`src/rtl/psum_drain_unit.sv`:
```
// psum_drain_unit: round-robin collector for NUM_CH signed psum channels.
// Converts each sum to OUT_W bits (sat / sat+ReLU / wrap), queues it in a
// first-word-fall-through FIFO with its channel tag, counts overflows.
// Ports:
//   clk, rst           clock, async active-high reset
//   psum_i             packed psums, channel i at [i*PSUM_W +: PSUM_W]
//   psum_valid_i/_o    per-channel valid / one-hot ready
//   mode_i             00 sat, 01 sat+ReLU, 10 wrap, 11 as 00
//   out_data_o         FIFO head data
//   out_ch_o           head source channel
//   out_ovf_o          head was out of OUT_W range
//   out_valid_o        FIFO non-empty
//   out_ready_i        downstream pops head
//   level_o            FIFO occupancy
//   ovf_count_o        saturating overflow event count
//   ovf_clr_i          synchronous clear of the count
module psum_drain_unit #(
  parameter int NUM_CH     = 3,
  parameter int PSUM_W     = 10,
  parameter int OUT_W      = 8,
  parameter int FIFO_DEPTH = 4,
  parameter int CNT_W      = 16
) (
  input  logic                          clk,
  input  logic                          rst,
  input  logic [NUM_CH*PSUM_W-1:0]      psum_i,
  input  logic [NUM_CH-1:0]             psum_valid_i,
  output logic [NUM_CH-1:0]             psum_ready_o,
  input  logic [1:0]                    mode_i,
  output logic [OUT_W-1:0]              out_data_o,
  output logic [$clog2(NUM_CH)-1:0]     out_ch_o,
  output logic                          out_ovf_o,
  output logic                          out_valid_o,
  input  logic                          out_ready_i,
  output logic [$clog2(FIFO_DEPTH):0]   level_o,
  output logic [CNT_W-1:0]              ovf_count_o,
  input  logic                          ovf_clr_i
);

  localparam int CH_W  = $clog2(NUM_CH);
  localparam int PTR_W = $clog2(FIFO_DEPTH);
  localparam int LVL_W = PTR_W + 1;
  localparam int HB    = PSUM_W - OUT_W + 1;

  localparam logic [CH_W:0]      NCH  = (CH_W+1)'(NUM_CH);
  localparam logic [CH_W-1:0]    LAST = CH_W'(NUM_CH - 1);
  localparam logic [LVL_W-1:0]   FULL = LVL_W'(FIFO_DEPTH);

  logic [CH_W-1:0]  rr_q, rr_d;
  logic [PTR_W-1:0] wp_q, rp_q;
  logic [LVL_W-1:0] lvl_q, lvl_d;
  logic [CNT_W-1:0] cnt_q, cnt_d;

  logic [OUT_W-1:0] mem_data [FIFO_DEPTH];
  logic [CH_W-1:0]  mem_ch   [FIFO_DEPTH];
  logic             mem_ovf  [FIFO_DEPTH];

  logic              full, empty, push, pop;
  logic [NUM_CH-1:0] grant;
  logic [CH_W-1:0]   gidx;
  logic [CH_W:0]     cand;
  logic [CH_W-1:0]   cidx;
  logic [PSUM_W-1:0] sel;
  logic [HB-1:0]     top;
  logic              ovf;
  logic [OUT_W-1:0]  sat, cval;

  assign full  = (lvl_q == FULL);
  assign empty = (lvl_q == '0);
  assign pop   = !empty && out_ready_i;

  // Search from rr_q upward, wrapping; readiness ignores same-cycle pops.
  always_comb begin
    grant = '0;
    gidx  = '0;
    push  = 1'b0;
    cand  = '0;
    cidx  = '0;
    for (int i = 0; i < NUM_CH; i++) begin
      cand = {1'b0, rr_q} + (CH_W+1)'(i);
      if (cand >= NCH) cand = cand - NCH;
      cidx = cand[CH_W-1:0];
      if (!push && psum_valid_i[cidx]) begin
        push = 1'b1;
        gidx = cidx;
      end
    end
    if (full || rst) push = 1'b0;
    if (push) grant[gidx] = 1'b1;
  end

  assign psum_ready_o = grant;

  always_comb begin
    sel = '0;
    for (int i = 0; i < NUM_CH; i++) begin
      if (gidx == CH_W'(i)) sel = psum_i[i*PSUM_W +: PSUM_W];
    end
  end

  // In range iff all bits above the OUT_W sign bit match it.
  assign top = sel[PSUM_W-1:OUT_W-1];
  assign ovf = !((&top) || !(|top));

  always_comb begin
    sat = sel[OUT_W-1:0];
    if (ovf) begin
      sat = sel[PSUM_W-1] ? {1'b1, {(OUT_W-1){1'b0}}}
                          : {1'b0, {(OUT_W-1){1'b1}}};
    end
    case (mode_i)
      2'b10:   cval = sel[OUT_W-1:0];
      2'b01:   cval = sel[PSUM_W-1] ? '0 : sat;
      default: cval = sat;
    endcase
  end

  always_comb begin
    lvl_d = lvl_q;
    case ({push, pop})
      2'b10:   lvl_d = lvl_q + 1'b1;
      2'b01:   lvl_d = lvl_q - 1'b1;
      default: lvl_d = lvl_q;
    endcase
  end

  always_comb begin
    rr_d = rr_q;
    if (push) rr_d = (gidx == LAST) ? '0 : gidx + 1'b1;
  end

  always_comb begin
    cnt_d = cnt_q;
    if (ovf_clr_i) begin
      cnt_d = (push && ovf) ? CNT_W'(1) : '0;
    end else if (push && ovf && !(&cnt_q)) begin
      cnt_d = cnt_q + 1'b1;
    end
  end

  always_ff @(posedge clk or posedge rst) begin
    if (rst) begin
      rr_q  <= '0;
      wp_q  <= '0;
      rp_q  <= '0;
      lvl_q <= '0;
      cnt_q <= '0;
    end else begin
      rr_q  <= rr_d;
      lvl_q <= lvl_d;
      cnt_q <= cnt_d;
      if (push) wp_q <= wp_q + 1'b1;
      if (pop)  rp_q <= rp_q + 1'b1;
    end
  end

  always_ff @(posedge clk) begin
    if (push) begin
      mem_data[wp_q] <= cval;
      mem_ch[wp_q]   <= gidx;
      mem_ovf[wp_q]  <= ovf;
    end
  end

  // Head fields are forced to zero when empty so reset shows all zeros.
  assign out_valid_o = !empty;
  assign out_data_o  = empty ? '0 : mem_data[rp_q];
  assign out_ch_o    = empty ? '0 : mem_ch[rp_q];
  assign out_ovf_o   = empty ? 1'b0 : mem_ovf[rp_q];
  assign level_o     = lvl_q;
  assign ovf_count_o = cnt_q;

endmodule

```
`config.mk`:
```
export PLATFORM = sky130hd
export DESIGN_NAME = psum_drain_unit
export DESIGN_NICKNAME = d
export VERILOG_FILES = /design/src/rtl/psum_drain_unit.sv
export SDC_FILE = /design/constraint.sdc
export NUM_CORES = 1
export LEC_CHECK = 0
export BUFFER_PORTS_ARGS = -buffer_cell sky130_fd_sc_hd__buf_2
export CAP_MARGIN = 10
export CORE_UTILIZATION = 50
export CTS_BUF_LIST = sky130_fd_sc_hd__clkbuf_8
export CTS_CLUSTER_SIZE = 28
export DETAILED_ROUTE_END_ITERATION = 10
export PLACE_DENSITY = 0.73
export SLEW_MARGIN = 20
export SYNTH_ARGS = -nofsm -noshare
export SYNTH_HDL_FRONTEND = slang
export SYNTH_SLANG_ARGS = --single-unit
```
`constraint.sdc`:
```
create_clock -name clk -period 10 [get_ports clk]
set_clock_uncertainty 0.05 [all_clocks]
set_input_delay 2 -clock clk [delete_from_list [all_inputs] [get_ports clk]]
set_output_delay 2 -clock clk [all_outputs]
set_load 0.05 [all_outputs]
```
==> impl_summary.md, run 1 <==
Status
The flow ran to the end, and the final reports show no timing, DRC or antenna violations.

Synthesis
The post-synthesis sequential area ratio is 0.495. For this run, asynchronously set or reset flops after synthesis account for 0.362. The cell type with the highest aggregate area in the netlist is sky130_fd_sc_hd__edfxtp_1.

The number of flip-flops and latches in the synthesized netlist is 69. The main flop type after synthesis is sky130_fd_sc_hd__edfxtp_1. The share of synthesized area in the top cell type comes to 0.336. After synthesis, the cell types taking the most area are sky130_fd_sc_hd__edfxtp_1 34%, sky130_fd_sc_hd__dfrtp_1 16%, sky130_fd_sc_hd__mux4_2 6.3%.

Synthesis produced a netlist whose cell count is 335. The net count of the mapped netlist is 387. The number of distinct library cell variants in the gate-level netlist after synthesis is 59. After synthesis the cells add up to 3930 sq um. The number of enable flip-flop cells after synthesis is 44. The mean cell area of the mapped netlist is 11.7 sq um. Yosys printed 0 warnings. After synthesis, the most frequently instantiated cells are 44 x sky130_fd_sc_hd__edfxtp_1, 27 x sky130_fd_sc_hd__nand2_1, 25 x sky130_fd_sc_hd__dfrtp_1, 25 x sky130_fd_sc_hd__nor2_1, 19 x sky130_fd_sc_hd__inv_1. The cell with the most instances after synthesis is sky130_fd_sc_hd__edfxtp_1.

Floorplanning
The initial utilization of the core area, before any placement, comes to 0.528. The area of the placeable core is 7450 sq um. In this run the count of I/O pins placed on the die edge is 73.

The floorplan die area is 8230 sq um. The floorplan has 31 rows. The floorplan step set the die width to 90.7 microns.

The die is 90.7 microns tall.

Detailed routing
For this block, the routed nets add up to 8690 microns of wire. In this run, the number of DRC markers left after iteration 0 of detailed routing was 166. The via total after detailed routing is 2950.

The detail route stage leaves a number of antenna-violating nets equal to 0. For this run, design rule violations remaining after detail routing come to 0. The detailed-route wire length per cell is 16.9 microns. The detailed-route vias per instance is 5.75. Before antenna repair, the detailed router went through 4 iterations.

Worst setup path
The worst reg2reg path endpoint is mem_data[3][0]. The worst setup path is launched from a primary input. The worst-case reg-to-reg path depth is 9.

The required time at the endpoint of the critical path is 7.95 ns. The critical path starts at psum_valid_i[0]. The worst register-to-register path begins at rr_q[0]. The worst setup path is of the primary input to primary output kind. STA puts the critical path data arrival time at 3.91 ns.

The endpoint kind of the worst setup timing path is a primary output. The largest fanout on the critical path is 11. The minimum setup slack among reg-to-reg paths is 6.33 ns.

The end of the critical path is psum_ready_o[0].

Global routing
The global-route usage over all layers is 0.223. The number of global-route vias before repair is 2901. The pin count of the biggest net entering global routing is 26.

The first-pass GRT wire length is 14000 microns. The number of antenna violations at the first check in global routing is 0. The total overflow reported by the global router is 0.

Clock tree
Clock-pin slew was measured on the worst setup and hold paths at 0.07 ns. The count of H-tree levels built during CTS is 3. The maximum root-to-sink buffer count is 2. The post-CTS setup buffer count is 0. After clock tree synthesis, the repair step resized 0 gates.

In this run, post-CTS hold repair placed 0 buffers. TritonCTS built the clock tree. The TritonCTS buffer count is 9. The clock latency reported for the late side of the worst-skew pair is 0.35 ns. Clock tree synthesis found a total of 69 sinks.

The root cell of the clock tree is sky130_fd_sc_hd__clkbuf_8.

Cells and area
The number of diodes is 0. The multi-input combinational cells in the finished layout cover a total of 1870 sq um. The area growth from synthesis to layout is 16.6%. The sequential cells in the finished layout cover a total of 1950 sq um.

Fill cells in the final layout number 644. Of the cells placed in the final design, the portion with a size suffix greater than 1 is 0.302. At the end of the flow, the number of nets in the layout was 461.

Place
The placed wire-length estimate after detailed placement is 6320 microns. The routability-driven placement congestion ratio is 0.848. The number of buffer cells added on primary ports is 72.

STA
The relative slew slack is 0.281. The count of final max-slew check failures was 0. The final hold violation count is 0. The final cycle utilization of the critical path is 0.596. Adding up every negative setup slack in the final design gives 0 ns. The tightest hold path in the finished design has a slack of 0.467 ns. Static timing analysis puts the maximum clock frequency at 0.168 GHz. Setup violations remaining at the end of the flow were counted as 0.

The actual transition at the worst max-transition pin is 1.07 ns. Setup repair after global routing left no endpoint under its margin. After layout, the minimum clock period comes to 5.96 ns.

Hold path
The class of the tightest hold or removal check is flip-flop to flip-flop.

Power and ir drop
For this design the ratio of total power to cell area is 345 nW/um^2. IR analysis of the VDD net gives a maximum drop of 0.0922 mV. The analysis attributes to cell leakage a power of 1.97 nW.

Flow run
The number of maximum-capacitance constraint violations is 0.
[area by class of cell]
| cell class | instances | area share |
|---|---|---|
| Multi-Input combinational cell | 236 | 0.408 |
| Inverter | 20 | 0.0175 |
| Timing Repair Buffer | 73 | 0.0802 |
| Tap cell | 99 | 0.0270 |
| Clock buffer | 9 | 0.0270 |
| Clock inverter | 7 | 0.0161 |
| Sequential cell | 69 | 0.425 |
[how the worst min path moves through the flow]
| stage | end | slack (ns) | from | depth (start not counted) |
|---|---|---|---|---|
| 2_1_floorplan | wp_q[0] | 0.45 | wp_q[0] | 1 |
| 3_3_place_gp | level_o[2] | 0.45 | level_o[2] | 1 |
| 3_5_place_dp | level_o[2] | 0.46 | level_o[2] | 1 |
| 4_1_cts | level_o[2] | 0.47 | level_o[2] | 1 |
| 5_1_grt | level_o[2] | 0.50 | level_o[2] | 1 |
| 6_report | level_o[2] | 0.47 | level_o[2] | 1 |
[kinds of logic (layout without fill, tap and decap cells)]
family,count (synthesis),in the layout,share of synthesized area
xor+xnor,6,6,0.0134
flops,69,69,0.495
compound gates,75,75,0.150
mux,26,26,0.105
simple gates,116,116,0.161
fa+ha+maj,13,13,0.0433
buf+inv,30,109,0.0318
[sequential cells by signal, summed over array words and instances (netlist names)]
register and flops:
mem_data 32, ovf_count_o 16, mem_ch 8, mem_ovf 4, level_o 3, rp_q 2
rr_q 2, wp_q 2
[placed cells by master (no fill, tap or decap), types with 3 or more instances in the layout]
master	count
sky130_fd_sc_hd__dfrtp_1	25
sky130_fd_sc_hd__o21a_1	3
sky130_fd_sc_hd__ha_1	12
sky130_fd_sc_hd__a31oi_1	7
sky130_fd_sc_hd__nor2_1	24
sky130_fd_sc_hd__a21oi_1	15
sky130_fd_sc_hd__nor3_1	4
sky130_fd_sc_hd__mux2i_1	5
sky130_fd_sc_hd__and2_1	13
sky130_fd_sc_hd__o211a_1	4
sky130_fd_sc_hd__edfxtp_1	44
sky130_fd_sc_hd__clkbuf_8	9
sky130_fd_sc_hd__o31ai_1	6
sky130_fd_sc_hd__xor2_1	3
sky130_fd_sc_hd__mux4_2	11
sky130_fd_sc_hd__inv_1	18
sky130_fd_sc_hd__a22oi_1	3
sky130_fd_sc_hd__mux2_1	3
sky130_fd_sc_hd__nor2b_1	10
sky130_fd_sc_hd__o21ai_0	7
sky130_fd_sc_hd__a21o_1	7
sky130_fd_sc_hd__xnor2_1	3
sky130_fd_sc_hd__nand2_1	27
sky130_fd_sc_hd__o22ai_1	3
sky130_fd_sc_hd__or4_1	5
sky130_fd_sc_hd__mux2_2	6
sky130_fd_sc_hd__nand4_1	3
sky130_fd_sc_hd__nand3_1	12
sky130_fd_sc_hd__buf_2	72
sky130_fd_sc_hd__and3_1	6
[worst max-delay path: stages]
cell	delay (ns)
sky130_fd_sc_hd__buf_2	0.13
sky130_fd_sc_hd__inv_1	0.05
sky130_fd_sc_hd__a21oi_1	0.18
sky130_fd_sc_hd__o221ai_1	0.25
sky130_fd_sc_hd__nand2_1	0.38
sky130_fd_sc_hd__inv_1	0.24
sky130_fd_sc_hd__nor3_1	0.36
sky130_fd_sc_hd__buf_2	0.33
[power breakdown]
part / leakage, nW / internal, mW / switching [mW]
logic: 1.14 / 0.290 / 0.579
clock network: 0.0996 / 0.116 / 0.110
registers: 0.734 / 0.431 / 0.0549
total: 1.97 / 0.837 / 0.744
[per-layer routing]
| layer | track usage | share of wire | wire length (microns) | vias up |
|---|---|---|---|---|
| met5 | 0 | 0 | 0 | - |
| met1 | 0.263 | 0.41 | 3580 | 1433 |
| met4 | 0.124 | 0.022 | 187 | 0 |
| li1 | - | - | - | 1412 |
| met2 | 0.374 | 0.52 | 4480 | 89 |
| met3 | 0.0539 | 0.051 | 445 | 16 |
[metrics by stage]
stage / instance area [sq um] / power [mW] / utilization / setup WS [ns] / std cells
after global placement: 4390 / 1.34 / 0.589 / 4.12 / 497
after detailed placement: 4390 / 1.36 / 0.589 / 4.08 / 497
after floorplan: 3930 / 1.18 / - / 3.77 / 335
after CTS: 4580 / 1.59 / 0.615 / 4.07 / 513
after global routing: 4590 / 1.68 / 0.616 / 3.85 / 513
final: 4590 / 1.58 / 0.616 / 4.04 / 513
No activity file was read; power rests on OpenSTA's default activity.
==> run 2, diff against run 1 <==
--- a/config.mk
+++ b/config.mk
@@ -11,7 +11,7 @@
 export CTS_BUF_LIST = sky130_fd_sc_hd__clkbuf_8
 export CTS_CLUSTER_SIZE = 28
 export DETAILED_ROUTE_END_ITERATION = 10
-export PLACE_DENSITY = 0.73
+export PLACE_DENSITY = 0.76
 export SLEW_MARGIN = 20
 export SYNTH_ARGS = -nofsm -noshare
 export SYNTH_HDL_FRONTEND = slang
==> constraint.sdc (replaced) <==
create_clock -name clk -period 5.4 [get_ports clk]
set_clock_uncertainty 0.05 [all_clocks]
set_input_delay 1.08 -clock clk [delete_from_list [all_inputs] [get_ports clk]]
set_output_delay 1.08 -clock clk [all_outputs]
set_load 0.05 [all_outputs]
==> run 2 against run 1 <==
First-iteration DRC count down 0.60%; cell count unchanged; worst setup slack worse by 2.8 ns; sequential cell count unchanged; count of clock-buffer cells in the layout unchanged; critical path depth unchanged; global-route usage up 0.64 points; clock power up 80%; critical endpoint unchanged; largest power group unchanged; highest routed layer unchanged.
==> impl_summary.md, run 2 (synthesis results as in run 1) <==
Place
The routability-driven placement congestion ratio is 0.882 (+4.0%). The number of buffer cells added on primary ports came to 72 (unchanged). The worst setup slack before clock tree synthesis is 1.27 ns (-2.81 ns). The total placed instance area is 4390 sq um (unchanged). The number of instances in the placed design is 497 (unchanged).

The placed wire-length estimate after detailed placement is 6620 microns (+4.8%).

Global routing
The pin count of the biggest net entering global routing is 26 (unchanged). The first-pass GRT wire length was 14600 microns (+4.7%). The global-route usage over all layers came to 0.230 (+0.00636). The number of antenna violations at the first check in global routing is 0 (unchanged). The number of global-route vias before repair is 3039 (+4.8%).

The total overflow reported by the global router is 0 (unchanged).

Worst setup path
The required time at the endpoint of the critical path was 4.27 ns (-3.68 ns). The type of element launching the critical path is a flip-flop. The worst-case reg-to-reg path depth was 10 (+1).

The endpoint kind of the worst setup timing path is a primary output. The largest fanout on the critical path is 11 (unchanged). The data arrival at the endpoint of the critical path is 3.01 ns (-0.90 ns). The critical path is of the flip-flop to primary output type.

Power and ir drop
The power per cell area was 639 nW/um^2 (+86%). The switching power is 1.38 mW (+86%). The total power of the final layout is 2.93 mW (+85%). The share of power burned in combinational logic is 0.553 (+0.003). The peak ir drop on the vdd network came to 0.260 mV (+180%).

The design internal power came to 1.55 mW (+85%). The reported leakage power is 1.98 nW (+0.14%). The proportion of power drawn by flip-flops and latches is 0.308 (about the same). The power share of the clock group is 0.139 (-0.004). The share of total power consumed by net switching came to 0.472 (+0.00125).

Detailed routing
The detailed-route wire length per cell was 17.4 microns (+2.8%). The length of the first detailed-routing pass in iterations came to 4 (unchanged). The final wirelength came to 8930 microns (+2.8%). The iteration-0 DRC count of the detailed router is 165 (-0.60%). The detailed-route vias per instance is 5.87 (+2.1%).

The count of antenna-violating nets left after detailed routing is 0 (unchanged). The remaining routing DRC violations is 0 (unchanged). The via total after detailed routing is 3012 (+2.1%).

Clock tree
The total number of clock tree sinks came to 69 (unchanged). The maximum root-to-sink buffer count is 2 (unchanged). The CTS clock-pin slew for the worst setup and hold paths is 0.07 ns (about the same).

The clock tree from TritonCTS is built. The post-CTS setup buffer count is 0 (unchanged). The number of instances resized during post-cts repair came to 0 (unchanged). The clock latency reported for the late side of the worst-skew pair is 0.34 ns (about the same). The cell sitting at the root of the clock tree is a sky130_fd_sc_hd__clkbuf_8. The number of hold-repair buffers added at the cts stage is 0 (unchanged). The count of H-tree levels built during CTS is 3 (unchanged). The TritonCTS buffer count came to 9 (unchanged).

Hold path
The number of instances on the worst hold path is 1 (unchanged). The min-delay analysis places its worst path in the category flip-flop to flip-flop.

Cells and area
The register name with the most flops is mem_data. The area growth from synthesis to layout is 16.3%. The fraction of layout instances using a drive strength above 1 is 0.295 (-0.00725).

The leading cell type in the layout, fill and taps excluded is sky130_fd_sc_hd__buf_2. The flip-flop count of the largest register after layout came to 32 (unchanged). The number of diodes is 0 (unchanged). The count of placed standard cells in the final layout, fillers left out is 513 (unchanged). In the layout the commonest cells are 72 x sky130_fd_sc_hd__buf_2, 44 x sky130_fd_sc_hd__edfxtp_1, 27 x sky130_fd_sc_hd__nand2_1. The cell area after layout is 4580 sq um (-0.19%). The final layout net count is 461 (unchanged).

The final standard cell utilization of the core is 0.615 (-0.00118).

Floorplanning
The row count was 31 (unchanged). The number of top-level pins came to 73 (unchanged). The floorplan die area came to 8230 sq um (unchanged). The area of the placeable core is 7450 sq um (unchanged).

The chip height is 90.7 microns (unchanged). The initial cell density of the core is 0.528 (unchanged). The die width is 90.7 microns (unchanged).

STA
The total negative slack is 0 ns (unchanged). The actual transition at the worst max-transition pin is 1.07 ns (-0.000916 ns). Subtracting the final worst setup slack from the clock period gives 4.14 ns. The top achievable clock speed is 0.242 GHz. The final cycle utilization of the critical path is 0.767. The total of endpoints with negative setup slack in the final report is 0 (unchanged). The relative slew slack is 0.282 (+0.000613). The count of final max-slew check failures came to 0 (unchanged).

The final hold violation count is 0 (unchanged). The post-route worst setup slack came to 1.26 ns (-2.78 ns). Setup repair after global routing left no endpoint under its margin.

The post-route worst hold slack was 0.469 ns (+0.00159 ns).

Flow run
The number of maximum-capacitance constraint violations came to 0 (unchanged).

Status
The flow ran to the end, and the final reports show no timing, DRC or antenna violations.
[run 2: cell count changes in the layout (fill, tap and decap cells not counted)]
cell                       change
sky130_fd_sc_hd__inv_1         +2
sky130_fd_sc_hd__clkinv_2      -1
sky130_fd_sc_hd__clkinv_4      -1
sky130_fd_sc_hd__nor2_1        +1
sky130_fd_sc_hd__nor2_2        -1
[run 2: layout make-up]
| type | count | area (sq um) |
|---|---|---|
| multi-input cells | 236 | 1870 |
| inverters | 20 | 80.1 |
| clock buffers | 9 | 124 |
| flip-flops and latches | 69 | 1950 |
| clock inverters | 7 | 67.6 |
| repair buffers | 73 | 368 |
| well taps | 99 | 124 |
| fillers | 652 | 2870 |
[run 2: per-layer routing]
metal	track usage	routed length, microns	vias to the layer above
met3	0.0354	351	11
met4	0.0941	121	0
met5	0	0	-
met1	0.289	3870	1514
li1	-	-	1405
met2	0.395	4590	82
[run 2: critical path: stages, from the launching register on]
cell                       delay, ns
sky130_fd_sc_hd__dfrtp_1        0.41
sky130_fd_sc_hd__inv_1          0.08
sky130_fd_sc_hd__ha_1           0.43
sky130_fd_sc_hd__a21oi_1        0.22
sky130_fd_sc_hd__o221ai_1       0.24
sky130_fd_sc_hd__nand2_1        0.36
sky130_fd_sc_hd__inv_1          0.23
sky130_fd_sc_hd__nor3_1         0.36
sky130_fd_sc_hd__buf_2          0.33
[run 2: power groups by stage]
stage / Combinational, mW / Sequential [mW] / Clock (mW)
after global routing: 1.76 / 0.925 / 0.431
after detailed placement: 1.62 / 0.916 / 0
after floorplan: 1.27 / 0.916 / 0
after global placement: 1.57 / 0.906 / 0
final: 1.62 / 0.902 / 0.406
after CTS: 1.62 / 0.905 / 0.413
[run 2: path summary, 6_finish.rpt]
path	from	slack (ns)	endpoint
setup / recovery	rr_q[0]	1.26	psum_ready_o[0]
hold / removal	level_o[0]	0.47	level_o[0]
setup reg to reg	rr_q[0]	1.75	mem_data[2][0]
hold reg to reg	level_o[0]	0.47	level_o[0]
max in group asynchronous	rst	3.78	ovf_count_o[6]
min in group asynchronous	rst	0.92	level_o[1]
==> run 3, diff against run 2 <==
--- a/config.mk
+++ b/config.mk
@@ -5,13 +5,14 @@
 export SDC_FILE = /design/constraint.sdc
 export NUM_CORES = 1
 export LEC_CHECK = 0
+export ABC_AREA = 1
 export BUFFER_PORTS_ARGS = -buffer_cell sky130_fd_sc_hd__buf_2
 export CAP_MARGIN = 10
 export CORE_UTILIZATION = 50
 export CTS_BUF_LIST = sky130_fd_sc_hd__clkbuf_8
 export CTS_CLUSTER_SIZE = 28
 export DETAILED_ROUTE_END_ITERATION = 10
-export PLACE_DENSITY = 0.76
+export PLACE_DENSITY = 0.73
 export SLEW_MARGIN = 20
 export SYNTH_ARGS = -nofsm -noshare
 export SYNTH_HDL_FRONTEND = slang
==> constraint.sdc (replaced) <==
create_clock -name clk -period 4.35 [get_ports clk]
set_clock_uncertainty 0.05 [all_clocks]
set_input_delay 0.87 -clock clk [delete_from_list [all_inputs] [get_ports clk]]
set_output_delay 0.87 -clock clk [all_outputs]
set_load 0.05 [all_outputs]
==> run 3 against run 2 <==
Critical path depth increased by 3; core utilization shrank 0.63 points; sequential share of layout area is 1.3 points lower; synthesized cell count increased by 38%; design area grew 3.2%; power is 35% higher; routed wire length fell by 3.2%; non-clock buffer count grew 2; largest cell class unchanged.
==> impl_summary.md, run 3 <==
Cells and area
The total of fill cells in the finished design came to 704 (+8.0%). In the layout the commonest cells are 85 x sky130_fd_sc_hd__nor2_1, 73 x sky130_fd_sc_hd__nand2_1, 72 x sky130_fd_sc_hd__buf_2. The final layout net count is 586 (+27%). The sequential cell area in the final layout came to 1950 sq um (unchanged). The cell area after layout is 4720 sq um (+3.2%). The count of placed standard cells in the final layout, fillers left out was 641 (+25%). The area of the multi-input gates is 1840 sq um (-1.3%).

The library cell used most frequently in the layout, excluding fill and tap cells, is sky130_fd_sc_hd__nor2_1. The final standard cell utilization of the core is 0.608 (-0.00634). The flip-flop count of the largest register after layout is 32 (unchanged). Counting flops per register, the top entry is mem_data. The number of diodes is 0 (unchanged). The fraction of layout instances using a drive strength above 1 is 0.245 (-0.0498). Relative to the synthesized area, the layout overhead comes to 16.7%.

Floorplanning
The row count is 32 (+3.2%). The die width was 92.0 microns (+1.4%). The area of the placeable core is 7770 sq um (+4.3%). The chip height is 92.0 microns (+1.4%).

The initial cell density of the core is 0.521 (-0.00712). The number of top-level pins is 73 (unchanged). The floorplan die area is 8460 sq um (+2.8%).

Worst setup path
The startpoint-to-endpoint class of the critical path is flip-flop to primary output. The required time at the endpoint of the critical path is 3.43 ns (-0.84 ns). The endpoint kind of the worst setup timing path is a primary output. The largest stage delay on the critical path is 0.49 ns (+0.06 ns). The largest fanout on the critical path is 11 (unchanged). The critical path goes through inv_1 > ha_1 > nand2_1 > nand3_1 > nand2_2 > nand4_2 > nand2_4 > inv_4 > nand2_8 > nor2_1 > buf_2. The type of element launching the critical path is a flip-flop.

On the critical path, the stage with the largest delay is an instance of sky130_fd_sc_hd__ha_1. The data arrival at the endpoint of the critical path was 2.51 ns (-0.50 ns).

Synthesis
The area share of the largest cell type after synthesis is 0.326 (-0.00945). In the synthesized netlist the dominant register cell turns out to be sky130_fd_sc_hd__edfxtp_1. The netlist area before placement was 4050 sq um (+2.9%). The post-synthesis sequential area ratio is 0.481 (-0.0139). The number of flip-flops and latches in the synthesized netlist is 69 (unchanged).

The synthesized instance count was 462 (+38%). Yosys instantiated no cell more often than sky130_fd_sc_hd__nor2_1. The commonest cells after synthesis are 85 x sky130_fd_sc_hd__nor2_1, 73 x sky130_fd_sc_hd__nand2_1, 44 x sky130_fd_sc_hd__edfxtp_1. The yosys synthesis warning count is 0 (unchanged).

The net count of the mapped netlist was 514 (+33%). After synthesis, the cell types taking the most area are sky130_fd_sc_hd__edfxtp_1 33%, sky130_fd_sc_hd__dfrtp_1 15%, sky130_fd_sc_hd__nor2_1 7.9%. The number of distinct library cell variants in the gate-level netlist after synthesis was 41 (-31%). The share of async-settable or async-resettable flops after synthesis is 0.362 (unchanged). The mean cell area of the mapped netlist is 8.76 sq um (-25%). The biggest area contributor in the post-synthesis netlist is sky130_fd_sc_hd__edfxtp_1. The number of enable flip-flop cells after synthesis is 44 (unchanged).

Place
The number of buffer cells added on primary ports is 72 (unchanged). The number of instances in the placed design was 625 (+26%). The placed wire-length estimate after detailed placement is 6230 microns (-6.0%). The total placed instance area is 4480 sq um (+2.1%). The routability-driven placement congestion ratio was 0.922 (+4.5%).

The worst setup slack before clock tree synthesis came to 1.21 ns (-0.0510 ns).

Clock tree
The maximum root-to-sink buffer count is 2 (unchanged). The number of hold-repair buffers added at the cts stage came to 0 (unchanged). The clock latency reported for the late side of the worst-skew pair was 0.34 ns (about the same). The total number of clock tree sinks was 69 (unchanged).

The number of instances resized during post-cts repair is 0 (unchanged). The clock tree from TritonCTS is built. The count of H-tree levels built during CTS was 3 (unchanged). The root buffer cell chosen for the clock tree is sky130_fd_sc_hd__clkbuf_8. The CTS clock-pin slew for the worst setup and hold paths is 0.07 ns (about the same). The post-CTS setup buffer count was 0 (unchanged). The TritonCTS buffer count was 9 (unchanged).

Global routing
The number of global-route vias before repair is 3153 (+3.8%). The total overflow reported by the global router is 0 (unchanged). The global-route usage over all layers is 0.221 (-0.00865). The first-pass GRT wire length came to 14600 microns (+0.18%). The number of antenna violations at the first check in global routing is 0 (unchanged).

The pin count of the biggest net entering global routing is 26 (unchanged).

STA
The final hold violation count came to 0 (unchanged). The total of endpoints with negative setup slack in the final report came to 0 (unchanged). The post-route worst setup slack was 0.917 ns (-0.343 ns). Setup repair after global routing left no endpoint under its margin. Derived from the worst setup path, the maximum achievable clock frequency is 0.291 GHz. The post-route worst hold slack was 0.470 ns (+0.00178 ns).

The actual transition at the worst max-transition pin was 1.06 ns (-0.0126 ns). The routed design could run at a clock period as short as 3.43 ns. The final cycle utilization of the critical path is 0.789. The count of final max-slew check failures was 0 (unchanged).

The relative slew slack came to 0.290 (+0.00841). The total negative slack is 0 ns (unchanged).

Power and ir drop
The power per cell area is 835 nW/um^2 (+31%). The peak ir drop on the vdd network is 0.515 mV (+98%). The reported leakage power is 2.16 nW (+9.2%). The total power of the final layout is 3.95 mW (+35%).

Detailed routing
The detailed-route wire length per cell was 13.5 microns (-23%). The detailed-route vias per instance was 5.17 (-12%). The final wirelength came to 8650 microns (-3.2%).

The via total after detailed routing came to 3311 (+9.9%). The remaining routing DRC violations is 0 (unchanged). The iteration-0 DRC count of the detailed router is 194 (+18%). The count of antenna-violating nets left after detailed routing is 0 (unchanged).

The length of the first detailed-routing pass in iterations was 4 (unchanged).

Flow run
The number of maximum-capacitance constraint violations was 0 (unchanged).

Status
The run finished with clean final reports.

Hold path
The tightest min-delay check is of the flip-flop to flip-flop type.
run 3: cell types whose count changed in the layout (fill, tap and decap cells not counted), sizes merged, moves of 10 or more:
cell and delta:
nand3 +30, and2 -13, mux2 -10, nor2b -10
mux4 -11, nor2 +63, o21ai +23, inv +23
nand2 +68
run 3: report_power, final:
part | switching (mW) | internal (mW)
clock network | 0.250 | 0.383
registers | 0.0916 | 1.03
logic | 1.61 | 0.581
run 3: logic make-up after synthesis:
family / Yosys count / synth area share
adders and majority gates: 13 / 0.0420
and+or+nand+nor: 243 / 0.294
AOI/OAI and AO/OA: 60 / 0.0825
buffers and inverters: 60 / 0.0637
DFF: 69 / 0.481
xor gates and xnor gates: 17 / 0.0368
run 3: worst paths after layout:
kind | start | endpoint | slack, ns | depth (start not counted)
min reg2reg | level_o[0] | level_o[0] | 0.47 | 1
max | rr_q[0] | psum_ready_o[0] | 0.92 | 11
max in group asynchronous | rst | ovf_count_o[13] | 2.97 | 2
min | level_o[0] | level_o[0] | 0.47 | 1
min in group asynchronous | rst | ovf_count_o[3] | 0.70 | 2
max reg2reg | rr_q[0] | mem_data[3][2] | 1.27 | 14
run 3: area by class of cell:
type	count	share of cell area
clock inverters	7	0.0260
inverters	46	0.0376
well taps	102	0.0270
clock buffers	9	0.0262
multi-input cells	333	0.390
flip-flops and latches	69	0.412
repair buffers	75	0.0810
run 3: worst max-delay path, delay by kind of cell, from the launching register on:
kind	cells	cell delay, ns
adders and majority gates	1	0.49
buffers and inverters	3	0.54
DFF	1	0.39
and+or+nand+nor	7	0.75
run 3: routing by layer:
layer,routed length (microns),global-route usage,up-vias
met5,0,0,-
met4,146,0.0794,0
met3,466,0.0448,16
met2,4090,0.353,93
met1,3950,0.300,1528
li1,-,-,1674
